<file path="src/rtl/pipelined_divider_if.sv">
`default_nettype none
// ============================================================================
// Module   : pipelined_divider_if
// Purpose  : Operation/result handshake bundle for the pipelined divider.
//            The master side offers operations and consumes results. The
//            slave side is the divider itself.
// Revision : 1.0 - initial release
// ============================================================================
interface pipelined_divider_if #(
  parameter int N     = 8,
  parameter int M     = 4,
  parameter int TAG_W = 4
);
  logic             flush;
  logic             in_valid;
  logic             in_ready;
  logic [N-1:0]     in_dividend;
  logic [M-1:0]     in_divisor;
  logic [TAG_W-1:0] in_tag;
  logic             out_valid;
  logic             out_ready;
  logic [N-1:0]     out_quotient;
  logic [M-1:0]     out_remainder;
  logic [TAG_W-1:0] out_tag;
  logic             out_dz;

  // Producer/consumer side
  modport master (
    output flush, in_valid, in_dividend, in_divisor, in_tag, out_ready,
    input  in_ready, out_valid, out_quotient, out_remainder, out_tag, out_dz
  );

  // Divider side
  modport slave (
    input  flush, in_valid, in_dividend, in_divisor, in_tag, out_ready,
    output in_ready, out_valid, out_quotient, out_remainder, out_tag, out_dz
  );
endinterface
`default_nettype wire

</file>
<file path="src/rtl/pipelined_divider.sv">
`default_nettype none
// ============================================================================
// Module   : pipelined_divider
// Purpose  : Fully pipelined unsigned restoring divider. Stage 0 captures the
//            operands. Each of the following N/R stages resolves R quotient
//            bits, MSB first. The whole pipe stalls on output backpressure.
//            A sideband tag and a divide-by-zero flag travel with each op.
// Revision : 1.0 - initial release
// ============================================================================
module pipelined_divider #(
  parameter int N     = 8,
  parameter int M     = 4,
  parameter int R     = 1,
  parameter int TAG_W = 4
) (
  input  logic              clk,
  input  logic              rst,
  pipelined_divider_if.slave bus
);

  localparam int L = N / R;

  // Reject parameter combinations the datapath cannot support
  generate
    if ((N % R) != 0) begin : g_bad_r
      $error("pipelined_divider: R must divide N");
    end
    if (M > N) begin : g_bad_m
      $error("pipelined_divider: M must not exceed N");
    end
  endgenerate

  // One pipeline slot: partial remainder is one bit wider than the divisor
  // so the trial subtraction never overflows.
  typedef struct packed {
    logic             valid;
    logic [M:0]       rem;
    logic [N-1:0]     dvd;
    logic [N-1:0]     quo;
    logic [M-1:0]     dvs;
    logic [TAG_W-1:0] tag;
    logic             dz;
  } stage_t;

  // Slot 0 holds raw operands; slot L holds the finished result.
  stage_t stage_q [0:L];
  stage_t stage_d [0:L];

  logic stall;
  logic accept;

  // Resolve R quotient bits. With a zero divisor the compare always succeeds,
  // so the quotient fills with ones and the remainder ends up holding the
  // low dividend bits. That is exactly the divide-by-zero result.
  function automatic stage_t div_step(input stage_t s);
    stage_t o;
    o = s;
    for (int i = 0; i < R; i++) begin
      o.rem = {o.rem[M-1:0], o.dvd[N-1]};
      o.dvd = o.dvd << 1;
      o.quo = o.quo << 1;
      if (o.rem >= {1'b0, o.dvs}) begin
        o.rem    = o.rem - {1'b0, o.dvs};
        o.quo[0] = 1'b1;
      end
    end
    return o;
  endfunction

  assign stall       = stage_q[L].valid & ~bus.out_ready;
  assign accept      = bus.in_valid & ~stall;
  assign bus.in_ready = ~stall;

  // Next pipe contents: hold everything on stall, otherwise advance one slot;
  // flush kills every valid bit regardless of stall.
  always_comb begin
    for (int s = 0; s <= L; s++) begin
      stage_d[s] = stage_q[s];
    end
    if (!stall) begin
      stage_d[0].valid = accept;
      stage_d[0].rem   = '0;
      stage_d[0].dvd   = bus.in_dividend;
      stage_d[0].quo   = '0;
      stage_d[0].dvs   = bus.in_divisor;
      stage_d[0].tag   = bus.in_tag;
      stage_d[0].dz    = (bus.in_divisor == '0);
      for (int s = 1; s <= L; s++) begin
        stage_d[s] = div_step(stage_q[s-1]);
      end
    end
    if (bus.flush) begin
      for (int s = 0; s <= L; s++) begin
        stage_d[s].valid = 1'b0;
      end
    end
  end

  // Pipeline registers, cleared asynchronously
  always_ff @(posedge clk or posedge rst) begin
    if (rst) begin
      for (int s = 0; s <= L; s++) begin
        stage_q[s] <= '0;
      end
    end else begin
      for (int s = 0; s <= L; s++) begin
        stage_q[s] <= stage_d[s];
      end
    end
  end

  // Result fields are forced to zero whenever no result is presented
  assign bus.out_valid     = stage_q[L].valid;
  assign bus.out_quotient  = stage_q[L].valid ? stage_q[L].quo        : '0;
  assign bus.out_remainder = stage_q[L].valid ? stage_q[L].rem[M-1:0] : '0;
  assign bus.out_tag       = stage_q[L].valid ? stage_q[L].tag        : '0;
  assign bus.out_dz        = stage_q[L].valid & stage_q[L].dz;

endmodule
`default_nettype wire
</file>
<file path="src/flat_wrapper.sv">
// flat-port wrapper written by rule: the top's interface ports become plain ports
module pipelined_divider_flat 
#(
  parameter int N     = 8,
  parameter int M     = 4,
  parameter int R     = 1,
  parameter int TAG_W = 4
)
  (clk, rst, bus_flush, bus_in_valid, bus_in_dividend, bus_in_divisor, bus_in_tag, bus_out_ready, bus_in_ready, bus_out_valid, bus_out_quotient, bus_out_remainder, bus_out_tag, bus_out_dz);
  pipelined_divider_if #(.N(N), .M(M), .TAG_W(TAG_W)) bus_i ();
  input  logic clk;
  input  logic rst;
  input wire logic [$bits(bus_i.flush)-1:0] bus_flush;
  input wire logic [$bits(bus_i.in_valid)-1:0] bus_in_valid;
  input wire logic [$bits(bus_i.in_dividend)-1:0] bus_in_dividend;
  input wire logic [$bits(bus_i.in_divisor)-1:0] bus_in_divisor;
  input wire logic [$bits(bus_i.in_tag)-1:0] bus_in_tag;
  input wire logic [$bits(bus_i.out_ready)-1:0] bus_out_ready;
  output wire logic [$bits(bus_i.in_ready)-1:0] bus_in_ready;
  output wire logic [$bits(bus_i.out_valid)-1:0] bus_out_valid;
  output wire logic [$bits(bus_i.out_quotient)-1:0] bus_out_quotient;
  output wire logic [$bits(bus_i.out_remainder)-1:0] bus_out_remainder;
  output wire logic [$bits(bus_i.out_tag)-1:0] bus_out_tag;
  output wire logic [$bits(bus_i.out_dz)-1:0] bus_out_dz;
  assign bus_i.flush = bus_flush;
  assign bus_i.in_valid = bus_in_valid;
  assign bus_i.in_dividend = bus_in_dividend;
  assign bus_i.in_divisor = bus_in_divisor;
  assign bus_i.in_tag = bus_in_tag;
  assign bus_i.out_ready = bus_out_ready;
  assign bus_in_ready = bus_i.in_ready;
  assign bus_out_valid = bus_i.out_valid;
  assign bus_out_quotient = bus_i.out_quotient;
  assign bus_out_remainder = bus_i.out_remainder;
  assign bus_out_tag = bus_i.out_tag;
  assign bus_out_dz = bus_i.out_dz;
  pipelined_divider #(.N(N), .M(M), .R(R), .TAG_W(TAG_W)) u_core (.clk(clk), .rst(rst), .bus(bus_i));
endmodule
</file>
<file path="config.mk">
export PLATFORM = sky130hd
export DESIGN_NAME = pipelined_divider_flat
export DESIGN_NICKNAME = d
export VERILOG_FILES = /design/src/rtl/pipelined_divider_if.sv /design/src/rtl/pipelined_divider.sv /design/src/flat_wrapper.sv
export SDC_FILE = /design/constraint.sdc
export NUM_CORES = 1
export LEC_CHECK = 0
export BUFFER_PORTS_ARGS = -buffer_cell sky130_fd_sc_hd__buf_4
export CAP_MARGIN = 20
export CORE_MARGIN = 5
export CORE_UTILIZATION = 25
export DETAILED_ROUTE_END_ITERATION = 10
export GPL_ROUTABILITY_DRIVEN = 1
export HOLD_SLACK_MARGIN = 0.12
export SLEW_MARGIN = 20
export SYNTH_ARGS = -nofsm -noshare
export SYNTH_HDL_FRONTEND = slang
export SYNTH_SLANG_ARGS = --single-unit
</file>
<file path="constraint.sdc">
create_clock -name clk -period 5.9 [get_ports clk]
set_input_delay 0.295 -clock clk [delete_from_list [all_inputs] [get_ports clk]]
set_output_delay 0.295 -clock clk [all_outputs]
set_load 0.01 [all_outputs]
</file>
==> impl_summary.md, run 1 <==
Setup path
At the worst endpoint, the required time is 5.61 ns. In this run the worst setup path begins at u_core.bus.out_valid. The highest net fanout along the worst path is 202. The setup check on the worst reg-to-reg path leaves a slack of 2.93 ns. The kind of capture point of the worst setup path is an output port. By startpoint and endpoint, the worst setup path is classified as register to output port. For the worst setup path, the data arrival time is 3.28 ns. The path depth of the worst reg2reg path is 6. The launch instance of the worst register-to-register path is u_core.bus.out_valid. The destination of the worst register-to-register timing path is u_core.stage_q[272]. The nature of the critical path startpoint is a register.

Synth
The synthesized net count is 1015. The Yosys warning count is 0. The proportion of register bits with asynchronous set or reset after synthesis is 1.00. The flip-flop cell with the highest count after synthesis is sky130_fd_sc_hd__dfrtp_1. The post-synthesis simple-gate area fraction is 0.238.

Of the total synthesized cell area, the portion taken by XOR and XNOR cells is 0.00808. After synthesis the netlist holds a flip-flop and latch count of 190. The combinational family with the most area after synthesis is simple AND/OR/NAND/NOR gates.

The adder-cell share of the synthesized area is 0.0595. For this run, the register share of the synthesized area comes to 0.549. The complex-gate fraction of the synthesized area is 0.0878. The post-synthesis cell count is 957. The share of cell area taken by muxes after synthesis is 0.00390.

The cell area after technology mapping is 8670 sq um. The distinct cell type count after synthesis is 42. Counting flops with a built-in enable in the synthesized netlist gives 0.

A synthesized cell averages 9.06 sq um.

Detailed routing
The via-per-instance ratio is 4.23. The uppermost layer routed is met4. The first detailed-routing pass ran for 4 iterations.

The violation count after the first detailed-routing iteration is 442. Wire segments on met3 add up to 560 um in the final route. In the final routing, the length of wire on met1 measures 8050 um. The count of nets left with antenna violations after detail routing is 0. The average wire per standard cell is 11.3 um. For this run, design rule violations remaining after detail routing come to 0. The total routed wirelength is 16500 um. The routed design uses 7700 um of met2 wire. The total vias in the final route is 6181.

STA
Setup repair after global routing left no endpoint under its margin. The max-slew violation count came to 0. Counting I/O delays and the setup requirement, the final critical path takes 3.58 ns. For this run, the top clock speed supported by timing is 0.280 GHz. The share of the clock period used by the worst path after layout is 0.606. In the final timing run, aggregate negative setup slack is 0 ns. Measured against its own limit, the worst slew margin works out to 0.360. The actual transition at the worst max-transition pin is 0.960 ns. Once routing completed, OpenROAD measured the worst setup slack at 2.32 ns.

The post-route clock skew is 0.0101 ns. The final number of setup-violating endpoints is 0. The number of hold violations in the final report is 0.

Clock tree
The clock transition at the registers of the reported paths is 0.08 ns. The latest clock arrival within the worst-skew pair is 0.44 ns. The TritonCTS buffer count is 17. TritonCTS built the clock tree. CTS placed an instance of sky130_fd_sc_hd__clkbuf_16 at the clock tree root.

The clock tree synthesis step divided the H-tree into 4 levels. In this run the deepest clock path goes through 2 buffers. Once the clock tree was built, the setup fixing pass inserted 0 buffers. The number of gates resized after CTS was 0. The TritonCTS sink count is 190. The number of hold-repair buffers added at the cts stage is 20.

Die
The floorplan step defined a die boundary enclosing 38500 sq um. The die is 196 um tall. The number of standard-cell rows in the floorplan is 68.

The number of top-level pins is 40. The starting density of the core is 0.252. The area inside the core boundary is 34400 sq um. The die extent in x is 196 um.

Placement
Input and output buffers added on the ports amount to 39. Timing analysis after detailed placement gives a worst setup slack of 2.69 ns. The estimated wirelength of the detail-placed design is 10300 um. At the end of routability-driven placement, the weighted congestion stood at 0.790.

Status
The run finished with clean final reports.

Worst hold path
The path with the worst hold slack has its endpoint at u_core.stage_q[16]. The type of the tightest min-delay check is register to register. The critical hold path startpoint is u_core.stage_q[16]. The number of cells traversed by the worst hold path is 2.

Layout
In the layout the commonest cells are sky130_fd_sc_hd__nand2_1 (419), sky130_fd_sc_hd__dfrtp_1 (190), sky130_fd_sc_hd__buf_4 (41). After filler insertion, the fill cell instance count of the layout stands at 3693. In the final layout, the share of cells above drive strength 1 is 0.0885.

The net count of the finished layout is 1051. The repair_antennas step left the layout with diodes totalling 0. In the final layout, flip-flops and latches occupy 4750 sq um. The leading cell type in the layout, fill and taps excluded is sky130_fd_sc_hd__nand2_1.

Compared with the post-synthesis result, the final layout area differs by 15.9%. The area of the multi-input gates is 3450 sq um.

Power
The analysis attributes to cell leakage a power of 0.00485 uW. The total power density per cell area is 345 nW/um^2. VDD sags by at most 0.233 mV.

Job
The number of maximum-capacitance violations is 0.

GRT
The first global-routing pass estimated 29000 um of wire. The pin count of the biggest net entering global routing is 203. The via count of the first global-routing pass came to 6061. The total global routing track utilization is 0.0891. The total congestion overflow after global routing is 0.

The initial antenna violation count is 0.
worst max-delay path, stage by stage, from the launching register on:
cell	delay, ns
sky130_fd_sc_hd__dfrtp_1	0.67
sky130_fd_sc_hd__nor2b_4	0.27
sky130_fd_sc_hd__buf_12	0.56
sky130_fd_sc_hd__inv_6	0.47
sky130_fd_sc_hd__buf_4	0.49
sky130_fd_sc_hd__buf_4	0.24
layout make-up:
cell class              count  area share
clock inverters            15      0.0146
clock buffers              17      0.0423
inverters                  42      0.0169
repair buffers             62      0.0526
multi-input cells         680       0.344
well taps                 455      0.0567
flip-flops and latches    190       0.473
cells in the mapped netlist, types with 2 or more instances:
library cell,n,area share
sky130_fd_sc_hd__o22ai_1,2,0.0014
sky130_fd_sc_hd__inv_1,41,0.018
sky130_fd_sc_hd__nor2b_1,2,0.0014
sky130_fd_sc_hd__buf_6,4,0.0052
sky130_fd_sc_hd__nand2_1,419,0.18
sky130_fd_sc_hd__o21ai_1,9,0.0052
sky130_fd_sc_hd__a311oi_1,5,0.0051
sky130_fd_sc_hd__and2_1,17,0.012
sky130_fd_sc_hd__fa_1,7,0.016
sky130_fd_sc_hd__ha_1,30,0.043
sky130_fd_sc_hd__nand4_1,8,0.0058
sky130_fd_sc_hd__or2_2,4,0.0029
sky130_fd_sc_hd__buf_4,24,0.021
sky130_fd_sc_hd__nor4_1,3,0.0022
sky130_fd_sc_hd__a311oi_2,2,0.0035
sky130_fd_sc_hd__o211ai_1,10,0.0087
sky130_fd_sc_hd__nand2b_1,6,0.0043
sky130_fd_sc_hd__nand3_1,3,0.0017
sky130_fd_sc_hd__o32ai_1,5,0.0051
sky130_fd_sc_hd__nor2_1,36,0.016
sky130_fd_sc_hd__mux2_2,3,0.0039
sky130_fd_sc_hd__o21ai_0,32,0.018
sky130_fd_sc_hd__a21oi_1,24,0.014
sky130_fd_sc_hd__buf_2,15,0.0087
sky130_fd_sc_hd__o31ai_1,15,0.013
sky130_fd_sc_hd__dfrtp_1,190,0.55
sky130_fd_sc_hd__o21a_1,8,0.0069
sky130_fd_sc_hd__nor3_1,10,0.0058
sky130_fd_sc_hd__or3_1,3,0.0022
sky130_fd_sc_hd__o211a_1,2,0.0023
sky130_fd_sc_hd__xnor2_1,7,0.0071
how the worst max path moves through the flow:
stage	cells past startpoint	slack, ns	endpoint
finish	5	2.32	bus_in_ready
global route	5	1.99	bus_in_ready
CTS	5	2.20	bus_in_ready
detailed placement	5	2.69	bus_in_ready
global placement	5	2.73	bus_in_ready
floorplan	1	0.43	u_core.bus.out_valid
per-stage QoR:
stage               power (uW)  area, sq um  hold WS (ns)  cells   util
detailed placement        2370         9270         0.451   1409  0.270
finish                    3470        10000         0.462   1461  0.292
global route              3700        10000         0.474   1461  0.292
floorplan                 2200         8670         0.404    957      -
CTS                       3520        10000         0.466   1461  0.292
global placement          2340         9270         0.441   1409  0.270
sequential cells by signal (all words and copies together), names as in the netlist:
name / count
u_core.stage_q: 189
u_core.bus.out_valid: 1
logic make-up (layout without fill, tap and decap cells):
group / after synthesis / count (layout)
buf+inv: 87 / 136
simple gates: 514 / 514
compound gates: 118 / 118
xor+xnor: 8 / 8
mux: 3 / 3
fa+ha+maj: 37 / 37
flops: 190 / 190
metal layers:
metal / up-vias / GRT usage
met5: - / 0
met4: 0 / 0.0261
met3: 18 / 0.0227
met2: 83 / 0.142
met1: 2926 / 0.121
li1: 3154 / -
power breakdown:
part | internal, uW | switching [uW] | total (uW)
clock network | 562 | 556 | 1120
logic | 332 | 404 | 735
registers | 1500 | 118 | 1620
total | 2390 | 1080 | 3470
(Power assumes the default switching activity.)
==> run 2, diff against run 1 <==
- ABC_AREA: not set -> 1
- clock period: 5.9 -> 3.7 ns (I/O delays scaled with it)
==> run 2 against run 1 <==
Clock-buffer cell count did not move. Via count increased by 1.2%. Synthesized cell count grew 6.3%. Non-clock buffer count increased by 3. Sequential power increased by 59%. Largest power group unchanged. Highest routed layer unchanged.
==> impl_summary.md, run 2 <==
Clock tree
The TritonCTS buffer count is 17 (unchanged). The clock transition at the registers of the reported paths is 0.07 ns (was 0.08 ns). The maximum count of clock buffers along a single path is 2 (unchanged). The H-tree level count is 4 (unchanged). The TritonCTS sink count is 190 (unchanged). The latest clock arrival within the worst-skew pair came to 0.43 ns (was 0.44 ns). The clock tree from TritonCTS is yes (unchanged).

The cell at the root of the clock tree was sky130_fd_sc_hd__clkbuf_16 (unchanged).

Placement
The count of placed standard cells including taps was 1473 (was 1409). The area after detailed placement is 9370 sq um (was 9270 sq um). The number of port buffers came to 39 (unchanged). The estimated wirelength of the detail-placed design is 10500 um (was 10300 um). The placer congestion estimate is 0.752 (was 0.790).

Synth
The area share of the largest cell type after synthesis came to 0.549 (about the same). The Yosys warning count is 0 (unchanged). The cell area after technology mapping is 8660 sq um (was 8670 sq um). The leading area contributor after synthesis is sky130_fd_sc_hd__dfrtp_1 (unchanged). The post-synthesis cell count is 1017 (was 957).

The distinct cell type count after synthesis came to 26 (was 42). The average cell area after synthesis is 8.52 sq um (was 9.06 sq um). The count of flip-flops with a built-in enable after synthesis is 0 (unchanged). The flip-flop cell with the highest count after synthesis was sky130_fd_sc_hd__dfrtp_1 (unchanged). The cell with the most instances after synthesis is sky130_fd_sc_hd__nand2_1 (unchanged). The sequential cell area fraction in the yosys report was 0.549 (about the same). Top area cells in the synthesized netlist: sky130_fd_sc_hd__dfrtp_1 (55%), sky130_fd_sc_hd__nand2_1 (17%), sky130_fd_sc_hd__o21ai_0 (5.7%) (was sky130_fd_sc_hd__dfrtp_1 (55%), sky130_fd_sc_hd__nand2_1 (18%), sky130_fd_sc_hd__ha_1 (4.3%)). Commonest cells post-synth: sky130_fd_sc_hd__nand2_1 (392), sky130_fd_sc_hd__dfrtp_1 (190), sky130_fd_sc_hd__inv_1 (103) (was sky130_fd_sc_hd__nand2_1 (419), sky130_fd_sc_hd__dfrtp_1 (190), sky130_fd_sc_hd__inv_1 (41)). The flop and latch count out of synthesis is 190 (unchanged). The synthesized net count is 1075 (was 1015). The proportion of register bits with asynchronous set or reset after synthesis was 1.00 (unchanged).

Layout
The number of flip-flops in the largest register is 189 (unchanged). The number of filler cells placed in the layout is 3730 (was 3693). The share of post-route cells with drive strength above 1 is 0.0813 (was 0.0885). The area taken by flip-flops and latches is 4750 sq um (unchanged). The area of the multi-input gates is 3270 sq um (was 3450 sq um). The layout overhead on the synthesized area is 17.0% (was 15.9%). The register name with the most flops is u_core.stage_q (unchanged). The number of nets at the end of the flow is 1115 (was 1051).

The final cell count without fillers came to 1525 (was 1461). The leading cell type in the layout, fill and taps excluded is sky130_fd_sc_hd__nand2_1 (unchanged). The final antenna diode count came to 0 (unchanged). The summed area of non-filler cells in the final layout is 10100 sq um (was 10000 sq um). Top library cells by usage in the layout, fill and taps aside: sky130_fd_sc_hd__nand2_1 (392), sky130_fd_sc_hd__dfrtp_1 (190), sky130_fd_sc_hd__inv_1 (102) (was sky130_fd_sc_hd__nand2_1 (419), sky130_fd_sc_hd__dfrtp_1 (190), sky130_fd_sc_hd__buf_4 (41)).

GRT
The total global routing track utilization came to 0.0883 (was 0.0891). The total congestion overflow after global routing is 0 (unchanged). The global-route wire length before repair was 28800 um (was 29000 um). The via count of the first global-routing pass is 5993 (was 6061). The pin count of the biggest net entering global routing is 169 (was 203). The initial antenna violation count is 0 (unchanged).

Die
The area of the die is 38500 sq um (about the same). The die extent in x is 196 um (about the same). The starting density of the core is 0.252 (about the same).

The die extent in y is 196 um (about the same). The number of top-level pins is 40 (unchanged). The number of standard-cell rows in the floorplan came to 68 (unchanged). The area inside the core boundary was 34400 sq um (unchanged).

STA
Dividing the final minimum period by the clock period gives 0.687. Unrepaired setup endpoints after global routing: no (unchanged). The final total negative setup slack is 0 ns (unchanged). The post-route clock skew is 0.00864 ns (was 0.0101 ns). The final number of setup-violating endpoints is 0 (unchanged). The actual transition at the worst max-transition pin is 0.809 ns (was 0.960 ns). The max-slew violation count is 0 (unchanged). The number of hold violations in the final report is 0 (unchanged). The relative slew slack is 0.460 (was 0.360). The top achievable clock speed is 0.393 GHz. The shortest period the worst path allows is 2.54 ns.

Setup path
The kind of capture point of the worst setup path is an output port (unchanged). The critical path data arrival time is 2.36 ns (was 3.28 ns). The start point of the critical path is u_core.bus.out_valid (unchanged). The launch instance of the worst register-to-register path was u_core.bus.out_valid (unchanged). The nature of the critical path startpoint is a register (unchanged).

The critical setup path kind is register to output port (unchanged). The highest net fanout along the worst path is 168 (was 202). The critical path data required time came to 3.51 ns (was 5.61 ns).

Detailed routing
The violation count after the first detailed-routing iteration is 408 (was 442). The post-route DRC violation count is 0 (unchanged). The average wire per standard cell is 10.7 um (was 11.3 um).

The number of search-and-repair iterations in the first detailed-routing pass is 5 (was 4). The via-per-instance ratio is 4.10 (was 4.23). The count of nets left with antenna violations after detail routing is 0 (unchanged). The total routed wirelength is 16300 um (was 16500 um). The total vias in the final route came to 6258 (was 6181).

Power
The static power due to leakage came to 0.00520 uW (was 0.00485 uW). The total power of the final layout is 5530 uW (was 3470 uW). The total power density per cell area was 545 nW/um^2 (was 345 nW/um^2). The peak supply drop is 0.316 mV (was 0.233 mV).

Status
Outcome: finished, final reports clean (unchanged).

Worst hold path
The type of the tightest min-delay check is input port to asynchronous set/reset pin (was register to register).

Job
The number of maximum-capacitance violations came to 0 (unchanged).
[run 2: cell count changes in the layout (fill, tap and decap cells not counted), sizes merged, moves of 7 or more]
cell    change
a21oi      -17
a311oi      -7
and2       -17
inv        +63
nand2      -27
nand3      +61
nor3       -10
o211ai     -10
o21ai      +65
o31ai      -16
[run 2: worst max-delay path: stages, from the launching register on]
cell and delay [ns]:
sky130_fd_sc_hd__dfrtp_1 0.63, sky130_fd_sc_hd__nand2_8 0.41, sky130_fd_sc_hd__buf_12 0.52, sky130_fd_sc_hd__buf_4 0.23
[run 2: routing by layer]
metal  part of all wire  GRT usage  vias up
met5                  0          0        -
li1                   -          -     3278
met1               0.51      0.126     2899
met4             0.0065     0.0178        0
met3              0.034     0.0235       13
met2               0.45      0.136       68
[run 2: path summary, 6_finish.rpt]
check	slack [ns]	endpoint	cells past startpoint
max	1.16	bus_in_ready	3
min	0.46	u_core.stage_q[27]	3
max reg2reg	1.28	u_core.stage_q[28]	6
min reg2reg	0.47	u_core.stage_q[156]	2
max in group asynchronous	2.26	u_core.stage_q[217]	4
min in group clk	0.46	u_core.bus.out_valid	3
[run 2: cells by family after synthesis]
group	synth area share
buf+inv	0.0755
simple gates	0.240
flops	0.549
xor+xnor	0.00404
fa+ha+maj	0.0595
compound gates	0.0723
[run 2: cell type report]
cell class	count	share of cell area
clock buffer	17	0.0420
clock inverter	15	0.0142
inverter	105	0.0395
multi-input combinational	678	0.322
sequential	190	0.469
tap	455	0.0562
timing repair buffer	65	0.0568
[run 2: power breakdown]
part | switching [uW] | leakage [uW] | total [uW] | internal (uW)
Combinational | 706 | 0.00266 | 1190 | 484
Sequential | 179 | 0.00227 | 2570 | 2390
Clock | 872 | 0.000279 | 1770 | 898
[run 2: per-stage QoR]
step | util | hold slack, ns | setup slack (ns)
floorplan | - | 0.251 | 1.07
global placement | 0.273 | 0.357 | 1.32
detailed placement | 0.273 | 0.359 | 1.27
CTS | 0.295 | 0.452 | 1.15
global route | 0.295 | 0.473 | 0.962
finish | 0.295 | 0.463 | 1.16
[run 2: what timing repair did]
action	CTS	global route
hold endpoints to repair	53	0
gates resized for setup	0	0
hold buffers	20	0
setup buffers	0	0
==> run 3, diff against run 2 <==
- clock period: 3.7 -> 2.2 ns (I/O delays scaled with it)
==> run 3 against run 2 <==
Clock skew up 0.00081 ns. Sequential share of layout area down 0.45 points. Largest cell class unchanged. Hold slack worse by 0.24 ns. Utilization up 0.28 points. Total power up 70%. Wire length up 0.50%. Flip-flop and latch count unchanged. Clock-buffer cell count unchanged. Global-route usage up 0.069 points. Sequential power up 67%. Combinational power up 71%. Register-to-register slack worse by 0.70 ns.
==> impl_summary.md, run 3 (synthesized netlist as in run 2, its figures left out) <==
Status
Outcome: finished, final reports clean (unchanged).

STA
Unrepaired setup endpoints after global routing: no (unchanged). The actual transition at the worst max-transition pin is 0.415 ns (was 0.809 ns). The share of the clock period used by the worst path after layout is 0.804.

The max-slew violation count is 0 (unchanged). The shortest period the worst path allows is 1.77 ns. Timing would allow up to 0.565 GHz. The final number of setup-violating endpoints was 0 (unchanged).

The post-route clock skew was 0.00945 ns (was 0.00864 ns). The final total negative setup slack was 0 ns (unchanged). The number of hold violations in the final report is 0 (unchanged).

The relative slew slack is 0.723 (was 0.460).

Clock tree
The clock tree from TritonCTS is yes (unchanged). The TritonCTS sink count is 190 (unchanged). The cell at the root of the clock tree is sky130_fd_sc_hd__clkbuf_16 (unchanged). The maximum count of clock buffers along a single path came to 2 (unchanged). The clock transition at the registers of the reported paths is 0.07 ns (about the same). The latest clock arrival within the worst-skew pair was 0.44 ns (was 0.43 ns). The H-tree level count is 4 (unchanged).

The TritonCTS buffer count is 17 (unchanged).

Power
The switching power is 2940 uW (was 1760 uW). The clock network fraction of total power was 0.326 (was 0.320). The design internal power came to 6450 uW (was 3770 uW).

The logic gate share of total power came to 0.216 (was 0.215). The static power due to leakage is 0.00524 uW (was 0.00520 uW). The fraction of power spent switching nets is 0.313 (was 0.318). The total power density per cell area is 917 nW/um^2 (was 545 nW/um^2). The peak supply drop is 0.612 mV (was 0.316 mV).

The register share of total power is 0.458 (was 0.464).

Detailed routing
The total routed wirelength is 16400 um (was 16300 um). The total vias in the final route came to 6263 (was 6258). The number of search-and-repair iterations in the first detailed-routing pass is 5 (unchanged). The post-route DRC violation count was 0 (unchanged). The count of nets left with antenna violations after detail routing came to 0 (unchanged). The via-per-instance ratio is 4.10 (about the same). The violation count after the first detailed-routing iteration is 406 (was 408). The average wire per standard cell is 10.7 um (about the same).

Die
The die extent in x is 196 um (unchanged). The number of top-level pins is 40 (unchanged). The starting density of the core is 0.252 (unchanged). The area inside the core boundary is 34400 sq um (unchanged). The number of standard-cell rows in the floorplan is 68 (unchanged).

The area of the die came to 38500 sq um (unchanged). The die extent in y is 196 um (unchanged).

Layout
The register name with the most flops is u_core.stage_q (unchanged). The area taken by flip-flops and latches was 4750 sq um (unchanged). The final antenna diode count came to 0 (unchanged).

The layout overhead on the synthesized area came to 18.1% (was 17.0%). The number of nets at the end of the flow is 1120 (was 1115). The utilization of the core after routing was 0.298 (was 0.295). The number of flip-flops in the largest register came to 189 (unchanged). The leading cell type in the layout, fill and taps excluded is sky130_fd_sc_hd__nand2_1 (unchanged). The share of post-route cells with drive strength above 1 was 0.0847 (was 0.0813).

The number of filler cells placed in the layout is 3688 (was 3730). Top library cells by usage in the layout, fill and taps aside: sky130_fd_sc_hd__nand2_1 (392), sky130_fd_sc_hd__dfrtp_1 (190), sky130_fd_sc_hd__inv_1 (102) (unchanged). The area of the multi-input gates is 3270 sq um (unchanged).

Placement
The placer congestion estimate was 0.842 (was 0.752). The estimated wirelength of the detail-placed design is 10900 um (was 10500 um). The number of port buffers was 39 (unchanged).

GRT
The initial antenna violation count is 0 (unchanged). The total congestion overflow after global routing came to 0 (unchanged). The total global routing track utilization is 0.0890 (was 0.0883). The global-route wire length before repair is 29200 um (was 28800 um). The via count of the first global-routing pass is 6264 (was 5993).

The pin count of the biggest net entering global routing came to 99 (was 169).

Setup path
The nature of the critical path startpoint is a register (unchanged). The kind of capture point of the worst setup path is an output port (unchanged). The highest net fanout along the worst path is 98 (was 168). The worst reg-to-reg setup slack was 0.58 ns (was 1.28 ns).

The critical path data arrival time was 1.66 ns (was 2.36 ns). The critical setup path kind was register to output port (unchanged). The critical path data required time is 2.09 ns (was 3.51 ns).

Worst hold path
The type of the tightest min-delay check is input port to asynchronous set/reset pin (unchanged).

Job
The number of maximum-capacitance violations is 0 (unchanged).
run 3: cell types whose count changed in the layout (fill, tap and decap cells not counted), sizes merged:
cell,previous run,this run
buf,45,50
clkinv,4,2
clkinvlp,3,5
inv,113,111
bufinv,0,1
run 3: cell type report:
| type | instances | share of cell area |
|---|---|---|
| Clock buffer | 17 | 0.0416 |
| Clock inverter | 14 | 0.0150 |
| Inverter | 105 | 0.0391 |
| Multi-Input combinational cell | 678 | 0.319 |
| Sequential cell | 190 | 0.464 |
| Tap cell | 455 | 0.0556 |
| Timing Repair Buffer | 70 | 0.0648 |
run 3: worst paths after layout:
| kind | from | to | cells past startpoint |
|---|---|---|---|
| setup reg to reg | u_core.stage_q[131] | u_core.stage_q[118] | 9 |
| setup / recovery | u_core.bus.out_valid | bus_in_ready | 3 |
| max in group asynchronous | rst | u_core.stage_q[268] | 4 |
| min in group clk | bus_flush | u_core.bus.out_valid | 3 |
| hold / removal | rst | u_core.stage_q[14] | 3 |
| hold reg to reg | u_core.stage_q[269] | u_core.stage_q[269] | 2 |
run 3: power groups by stage:
stage,Combinational [uW],Sequential [uW],Clock (uW)
2_1_floorplan,1610,4290,0
3_3_place_gp,1960,4360,0
6_report,2030,4300,3060
4_1_cts,2060,4300,3160
5_1_grt,2390,4370,3300
3_5_place_dp,2010,4370,0
run 3: stage by stage:
step / std cells / power, uW / hold slack (ns) / setup slack, ns / area [sq um]
final: 1529 / 9390 / 0.228 / 0.432 / 10200
after floorplan: 1017 / 5900 / 0.176 / -0.358 / 8670
after CTS: 1529 / 9510 / 0.220 / 0.402 / 10200
after detailed placement: 1478 / 6380 / 0.133 / 0.605 / 9460
after global routing: 1529 / 10100 / 0.258 / 0.335 / 10200
after global placement: 1478 / 6310 / 0.131 / 0.652 / 9460
run 3: critical path, cell delays in order, from the launching register on:
cell,delay (ns)
sky130_fd_sc_hd__dfrtp_1,0.44
sky130_fd_sc_hd__nand2_8,0.19
sky130_fd_sc_hd__buf_12,0.34
sky130_fd_sc_hd__buf_4,0.20
run 3: what timing repair did:
| action | CTS | global route |
|---|---|---|
| hold buffers | 20 | 0 |
| setup buffers | 0 | 0 |
| hold endpoints to repair | 221 | 0 |
| gates resized for setup | 0 | 0 |
run 3: layer usage:
layer,track usage,share of wire,vias up,wire length [um]
li1,-,-,3275,-
met1,0.123,0.51,2895,8360
met2,0.140,0.44,77,7250
met3,0.0216,0.034,16,552
met4,0.0235,0.012,0,193
met5,0,0,-,0
